===== src/rtl/key_step_controller.sv =====
// Push-button front end for the up/down LED counter: sync, debounce, one enable step per press.
// Auto-repeat on a held key (DELAY/REPEAT states and timer) is built only with KEY_STEP_AUTO_REPEAT_EN.
module key_step_controller #(
    parameter int DEBOUNCE_CYCLES = 50000,
    parameter int REPEAT_DELAY    = 25000000,
    parameter int REPEAT_RATE     = 5000000
) (
    input  logic       clk,
    input  logic       reset,
    input  logic       key_up_n,
    input  logic       key_dn_n,
    output logic       up_down,
    output logic       enable,
    output logic       lock,
    output logic [1:0] state_dbg
);
    localparam int            DW     = $clog2(DEBOUNCE_CYCLES + 1);
    localparam logic [DW-1:0] DB_MAX = DW'(DEBOUNCE_CYCLES);

    typedef enum logic [1:0] {
        IDLE   = 2'd0,
        DELAY  = 2'd1,
        REPEAT = 2'd2,
        LOCK   = 2'd3
    } state_t;

    state_t state, state_n;

    // Index 0 is the up key, index 1 the down key; raw and debounced levels are active-low.
    logic [1:0]    sync1, sync2, db, db_prev, armed;
    logic [1:0]    held, press;
    logic [1:0]    warm_sr;
    logic [DW-1:0] cnt [2];
    logic          enable_n, up_down_n;
    logic          held_active, held_other;

`ifdef KEY_STEP_AUTO_REPEAT_EN
    localparam int            RMAX       = (REPEAT_DELAY > REPEAT_RATE) ? REPEAT_DELAY : REPEAT_RATE;
    localparam int            TW         = $clog2(RMAX + 1);
    localparam logic [TW-1:0] DELAY_LAST = TW'(REPEAT_DELAY - 1);
    localparam logic [TW-1:0] RATE_LAST  = TW'(REPEAT_RATE - 1);
    logic [TW-1:0] timer, timer_n;
`endif

    // A key is armed only after it has been seen released with a settled synchroniser, so a
    // key held through reset debounces to pressed without producing a press edge.
    always_ff @(posedge clk or negedge reset) begin
        if (!reset) begin
            sync1   <= 2'b11;
            sync2   <= 2'b11;
            db      <= 2'b11;
            db_prev <= 2'b11;
            armed   <= 2'b00;
            warm_sr <= 2'b00;
            for (int i = 0; i < 2; i++) cnt[i] <= '0;
        end else begin
            sync1   <= {key_dn_n, key_up_n};
            sync2   <= sync1;
            db_prev <= db;
            warm_sr <= {warm_sr[0], 1'b1};
            for (int i = 0; i < 2; i++) begin
                if (sync2[i] == db[i]) begin
                    cnt[i] <= '0;
                end else if (cnt[i] == DB_MAX) begin
                    db[i]  <= sync2[i];
                    cnt[i] <= '0;
                end else begin
                    cnt[i] <= cnt[i] + 1'b1;
                end
                if (warm_sr[1] && sync2[i] && db[i]) armed[i] <= 1'b1;
            end
        end
    end

    assign held  = ~db;
    assign press = db_prev & ~db & armed;

    // The last step direction doubles as the identity of the key currently being held.
    assign held_active = up_down ? held[0] : held[1];
    assign held_other  = up_down ? held[1] : held[0];

    always_ff @(posedge clk or negedge reset) begin
        if (!reset) begin
            state   <= IDLE;
            enable  <= 1'b0;
            up_down <= 1'b1;
        end else begin
            state   <= state_n;
            enable  <= enable_n;
            up_down <= up_down_n;
        end
    end

`ifdef KEY_STEP_AUTO_REPEAT_EN
    always_ff @(posedge clk or negedge reset) begin
        if (!reset) timer <= '0;
        else        timer <= timer_n;
    end
`endif

    always_comb begin
        state_n   = state;
        enable_n  = 1'b0;
        up_down_n = up_down;
`ifdef KEY_STEP_AUTO_REPEAT_EN
        timer_n   = '0;
`endif
        case (state)
            IDLE: begin
                if ((press[0] && held[1]) || (press[1] && held[0])) begin
                    state_n = LOCK;
                end else if (press[0] || press[1]) begin
                    enable_n  = 1'b1;
                    up_down_n = press[0];
                    state_n   = DELAY;
                end
            end
            DELAY: begin
                if (held_other)        state_n = LOCK;
                else if (!held_active) state_n = IDLE;
`ifdef KEY_STEP_AUTO_REPEAT_EN
                else if (timer == DELAY_LAST) begin
                    enable_n = 1'b1;
                    state_n  = REPEAT;
                end else begin
                    timer_n = timer + 1'b1;
                end
`endif
            end
`ifdef KEY_STEP_AUTO_REPEAT_EN
            REPEAT: begin
                if (held_other)               state_n  = LOCK;
                else if (!held_active)        state_n  = IDLE;
                else if (timer == RATE_LAST)  enable_n = 1'b1;
                else                          timer_n  = timer + 1'b1;
            end
`endif
            LOCK: begin
                if (held == 2'b00) state_n = IDLE;
            end
            default: state_n = IDLE;
        endcase
    end

    assign lock      = (held == 2'b11) || (state == LOCK);
    assign state_dbg = state;

endmodule


===== config.mk =====
export PLATFORM = sky130hd
export DESIGN_NAME = key_step_controller
export DESIGN_NICKNAME = d
export VERILOG_FILES = /design/src/rtl/key_step_controller.sv
export SDC_FILE = /design/constraint.sdc
export NUM_CORES = 1
export LEC_CHECK = 0
export CAP_MARGIN = 20
export CORE_MARGIN = 5
export CORE_UTILIZATION = 60
export DETAILED_ROUTE_END_ITERATION = 16
export PLACE_DENSITY = 0.79
export SLEW_MARGIN = 10
export SYNTH_ARGS = -nofsm -noshare
export SYNTH_HDL_FRONTEND = slang
export SYNTH_SLANG_ARGS = --single-unit

===== constraint.sdc =====
create_clock -name clk -period 3.75 [get_ports clk]
set_clock_uncertainty 0.05 [all_clocks]
set_input_delay 1.125 -clock clk [delete_from_list [all_inputs] [get_ports clk]]
set_output_delay 1.125 -clock clk [all_outputs]
set_load 0.005 [all_outputs]

==> run_results.csv, run 1 <==
group,metric,value,unit
sta,slew_headroom,61.4,%
floorplan,die_w,71.1,µm
floorplan,die_area,0.00506,mm²
cts,cts_setup_buffers,0,
power_and_ir_drop,peakVddDrop,261,µV
cts,cts_resized,0,
worst_hold_path,hold_start,"sync1[0]",
critical_path,cpPeakStageDelay,650,ps
cells_and_area,layout_common_cells,"dfrtp_1 (39), nor2_1 (37), xnor2_1 (20)",
route,routed_wl,3830,µm
critical_path,reg2reg_to,"cnt[2]",
sta,setup_slack,1040,ps
power_and_ir_drop,total_power,948,µW
yosys,synth_area,0.00224,mm²
critical_path,cp.arrival,1540,ps
power_and_ir_drop,cellLeakagePower,0.000976,µW
sta,hold_viol,0,
cts,htreeDepth,2,
cts,ctsHoldBuffers,0,
yosys,synthFlopType,"dfrtp_1",
cells_and_area,syn_to_final_growth,10.2,%
floorplan,io_pins,9,
cells_and_area,finalNetCount,237,
cells_and_area,drive_gt1_share,12.2,%
yosys,synth.distinct_cells,36,
cells_and_area,antennaDiodeCount,0,
route,via_per_inst,5.51,
yosys,ys_ff_latch,48,
global_route,overflow,0,
cells_and_area,final_common_cell,"dfrtp_1",
cts,clockBufferDepth,2,
critical_path,reg2regPathDepth,4,
critical_path,critPathLaunch,"db[0]",
yosys,synth_cells,218,
route,ant_nets,0,
critical_path,required,2570,ps
sta,finalCritPeriodShare,72.4,%
critical_path,crit_path_end_kind,"output port",
global_route,grt_pass1_vias,1559,
critical_path,worstSetupEndpoint,"lock",
placement,gp_congestion,0.852,
sta,fin_tns_setup,0,ps
job,maxCapViolations,0,
placement,io_buffers,8,
route,drt-initial-drc-count,98,
floorplan,fp-row-count,22,
floorplan,core-area,0.00363,mm²
critical_path,rrSetupSlack,1490,ps
critical_path,critical_path_class,"register to output port",
yosys,netlist.area_leader.share,43.6,%
sta,rsz0062_at_grt,"false",
critical_path,critPathLaunchType,"register",
cts,clk_pin_slew,90,ps
cts,cts_sinks,48,
sta,period_needed,2710,ps
global_route,antenna_found_initial,0,
cts,numCtsBuffers,5,
power_and_ir_drop,p_per_area,384,mW/mm²
yosys,ys_seq_area_share,54.1,%
yosys,synth_largest_area_cell,"dfrtp_1",
yosys,synth.net_count,226,
cts,cts_tree,"done",
cells_and_area,finish.instance_area,0.00247,mm²
floorplan,initial_core_util,61.7,%
critical_path,worstPathCellList,"o21ai_0 > clkdlybuf4s50_1",
floorplan,die_h,71.1,µm
critical_path,r2r-start,"cnt[5]",
global_route,grt_pass1_wl,6790,µm
yosys,async_reset_ff_share,100,%
route,routedWlPerCell,13.8,µm
worst_hold_path,hold_class,"register to register",
global_route,grt_max_degree,49,
yosys,syn_avg_cell_area,10.3,µm²
placement,dpl_worst_slack,1380,ps
route,vias,1533,
sta,max_clock_freq,368,MHz
route,first_pass_iters,4,
sta,final_max_slew_viol_count,0,
sta,setup-violations-final,0,
critical_path,cp_max_fo,11,
placement,post-dp-hpwl,2560,µm
sta,hold_slack,301,ps
yosys,ys_warn_count,0,
global_route,grtUsageTotal,17.0,%
placement,postPlaceCellArea,0.00233,mm²
route,drc,0,
cts,clockRootBuffer,"clkbuf_8",
yosys,synth_edf_count,0,
yosys,ys_top_cells_by_area,"dfrtp_1 (44%), dfstp_2 (11%), xnor2_1 (7.8%)",
sta,worst_slew_pin_slew,579,ps
critical_path,cp_slowest_cell,"dfstp_2",
status,status,"complete, no violations",
cts,clock_latency,300,ps
==> cell usage after synthesis (2+ instances only) <==
cell,count
a21oi_1,6
a31o_2,3
a31oi_1,2
and3_1,2
clkbuf_1,3
dfrtp_1,39
dfstp_2,9
ha_1,4
inv_1,13
mux2_2,2
nand2_1,11
nand3_1,12
nand4_1,8
nor2_1,37
nor3_1,6
nor4_1,11
nor4b_1,2
o21ai_0,3
o22ai_1,2
or4_1,2
xnor2_1,20
xor2_1,7
==> cells by family after synthesis <==
| kind of cell | Yosys count | synth area share [%] |
|---|---|---|
| AO/OA/AOI/OAI | 19 | 5.36 |
| XOR/XNOR | 27 | 10.6 |
| adder cells (fa/ha/maj) | 4 | 2.23 |
| buffers and inverters | 18 | 4.08 |
| flip-flops | 48 | 54.1 |
| multiplexers | 2 | 1.00 |
| other | 1 | 0.167 |
| AND/OR/NAND/NOR | 99 | 22.5 |
==> per-stage QoR <==
| step | utilization (%) | cells |
|---|---|---|
| 3_3_place_gp | 64.2 | 269 |
| 2_1_floorplan | - | 218 |
| 3_5_place_dp | 64.2 | 269 |
| 6_report | 67.9 | 278 |
| 5_1_grt | 67.9 | 278 |
| 4_1_cts | 67.4 | 277 |
==> power by group <==
group          internal (µW)  switching, µW
clock                    201            177
sequential               528           8.70
combinational           11.6           22.8
total                    740            208
==> state kept, by name, indices dropped and copies added (netlist names) <==
register / flops
enable: 1
state_dbg: 2
armed: 2
warm_sr: 2
cnt: 32
up_down: 1
sync2: 2
db: 2
sync1: 2
db_prev: 2
==> worst max-delay path, delay by kind of cell, from the launching register on <==
family                 cells  cell delay, ps
buffers and inverters      1             450
AO/OA/AOI/OAI              1             130
flip-flops                 1             650
==> per-layer routing <==
metal | share of wire (%) | GRT usage, % | up-vias | routed length, µm
li1 | - | - | 779 | -
met1 | 46 | 20.5 | 730 | 1750
met2 | 49 | 27.7 | 20 | 1890
met3 | 3.4 | 5.54 | 4 | 129
met4 | 1.7 | 7.72 | 0 | 66
met5 | 0 | 0 | - | 0
==> area by class of cell <==
| cell class | count | area, µm² |
|---|---|---|
| Inverter | 13 | 48.8 |
| Fill cell | 290 | 1160 |
| Tap cell | 48 | 60.1 |
| Sequential cell | 48 | 1210 |
| Clock inverter | 3 | 46.3 |
| Multi-Input combinational cell | 152 | 937 |
| Timing Repair Buffer | 9 | 95.1 |
| Clock buffer | 5 | 68.8 |
==> worst min path at each step <==
stage                  to  cells past startpoint
2_1_floorplan  warm_sr[1]                      0
5_1_grt          sync2[0]                      0
6_report         sync2[0]                      0
4_1_cts          sync2[0]                      0
3_3_place_gp   warm_sr[1]                      0
3_5_place_dp   warm_sr[1]                      0
Power figures use the tool's default switching activity.
==> run 2: changes to the inputs <==
--- a/config.mk
+++ b/config.mk
@@ -7,9 +7,9 @@
 export LEC_CHECK = 0
 export CAP_MARGIN = 20
 export CORE_MARGIN = 5
-export CORE_UTILIZATION = 60
+export CORE_UTILIZATION = 59
 export DETAILED_ROUTE_END_ITERATION = 16
-export PLACE_DENSITY = 0.79
+export PLACE_DENSITY = 0.78
 export SLEW_MARGIN = 10
 export SYNTH_ARGS = -nofsm -noshare
 export SYNTH_HDL_FRONTEND = slang
==> constraint.sdc (replaced) <==
create_clock -name clk -period 2.8 [get_ports clk]
set_clock_uncertainty 0.05 [all_clocks]
set_input_delay 0.84 -clock clk [delete_from_list [all_inputs] [get_ports clk]]
set_output_delay 0.84 -clock clk [all_outputs]
set_load 0.005 [all_outputs]
==> run_results.csv, run 2 (synthesized netlist as in run 1, its figures left out) <==
group,metric,value,unit
status,status,"complete, no violations",
global_route,grt_pass1_wl,6820,µm
global_route,grt_pass1_vias,1529,
critical_path,critPathLaunchType,"register",
global_route,overflow,0,
placement,gp_congestion,0.833,
route,first_pass_iters,4,
worst_hold_path,hold_path_depth,0,
power_and_ir_drop,cellLeakagePower,0.000968,µW
route,ant_nets,0,
sta,final_max_slew_viol_count,0,
cts,clockRootBuffer,"clkbuf_8",
sta,worst_slew_pin_slew,784,ps
floorplan,initial_core_util,61.2,%
cells_and_area,final_common_cell,"dfrtp_1",
cts,numCtsBuffers,5,
cts,clk_pin_slew,80,ps
sta,max_clock_freq,419,MHz
cells_and_area,largest_reg_flops,32,
cells_and_area,fillers,290,
sta,setup-violations-final,0,
cts,cts_setup_buffers,0,
route,via_per_inst,5.63,
sta,hold_slack,308,ps
worst_hold_path,hold_class,"register to register",
critical_path,cp.arrival,1500,ps
critical_path,critical_path_class,"register to output port",
cells_and_area,layout_common_cells,"dfrtp_1 (39), nor2_1 (37), xnor2_1 (20)",
floorplan,core-area,0.00366,mm²
floorplan,fp-row-count,22,
critical_path,required,1910,ps
power_and_ir_drop,peakVddDrop,365,µV
floorplan,io_pins,9,
route,routedWlPerCell,13.4,µm
global_route,grt_max_degree,38,
floorplan,die_w,71.6,µm
power_and_ir_drop,total_power,1180,µW
cts,ctsHoldBuffers,0,
cells_and_area,drive_gt1_share,12.2,%
sta,setup_slack,413,ps
route,drt-initial-drc-count,136,
cells_and_area,antennaDiodeCount,0,
sta,fin_tns_setup,0,ps
cells_and_area,finalNetCount,237,
placement,dpl_worst_slack,621,ps
cts,clock_latency,290,ps
floorplan,die_area,0.00513,mm²
global_route,grtUsageTotal,16.6,%
route,routed_wl,3740,µm
placement,post-dp-hpwl,2630,µm
critical_path,cp_max_fo,11,
power_and_ir_drop,p_per_area,484,mW/mm²
critical_path,rrSetupSlack,630,ps
sta,period_needed,2390,ps
global_route,antenna_found_initial,0,
cells_and_area,syn_to_final_growth,8.60,%
job,maxCapViolations,0,
route,vias,1565,
critical_path,r2r-start,"cnt[5]",
sta,finalCritPeriodShare,85.2,%
sta,hold_viol,0,
placement,io_buffers,8,
cts,cts_resized,0,
cts,clockBufferDepth,2,
cts,cts_sinks,48,
sta,rsz0062_at_grt,"false",
cells_and_area,regMostFlops,"cnt",
floorplan,die_h,71.6,µm
critical_path,crit_path_end_kind,"output port",
critical_path,reg2reg_to,"cnt[2]",
worst_hold_path,min_to,"warm_sr[1]",
worst_hold_path,hold_start,"warm_sr[0]",
sta,slew_headroom,47.8,%
route,drc,0,
critical_path,reg2regPathDepth,4,
cts,cts_tree,"done",
cts,htreeDepth,2,
run 2: how the worst max path moves through the flow:
stage,start,to,slack (ps),depth (start not counted)
3_3_place_gp,cnt[5],cnt[6],660,4
2_1_floorplan,cnt[5],cnt[10],980,6
5_1_grt,db[0],lock,300,2
3_5_place_dp,cnt[5],cnt[2],620,4
4_1_cts,db[0],lock,390,2
6_report,db[0],lock,410,2
run 2: metal layers:
metal  part of all wire [%]  vias up  track usage, %
li1                       -      776               -
met1                     47      768            23.1
met2                     49       19            26.3
met3                    3.4        2            3.79
met4                   0.51        0            4.59
met5                      0        -               0
run 2: area by class of cell:
type	instances	area (µm²)	area share [%]
Sequential cell	48	1210	49.8
Multi-Input combinational cell	152	937	38.5
Clock buffer	6	82.6	3.39
Timing Repair Buffer	9	82.6	3.39
Tap cell	48	60.1	2.47
Inverter	13	48.8	2.01
Clock inverter	2	10.0	0.411
run 2: critical path, cell delays in order (launching register included):
cell             delay [ps]
dfstp_2                 650
o21ai_0                 110
clkdlybuf4s50_1         450
run 2: through the flow:
step / util, % / area (µm²) / cells
after floorplan: - / 2240 / 218
after global placement: 63.9 / 2340 / 270
after detailed placement: 63.9 / 2340 / 270
after CTS: 66.5 / 2430 / 278
after global routing: 66.5 / 2430 / 278
final: 66.5 / 2430 / 278
run 2: power by group:
group	internal, µW	total (µW)	switching [µW]
Combinational	14.0	44.7	30.7
Clock	197	414	217
Sequential	707	719	11.9
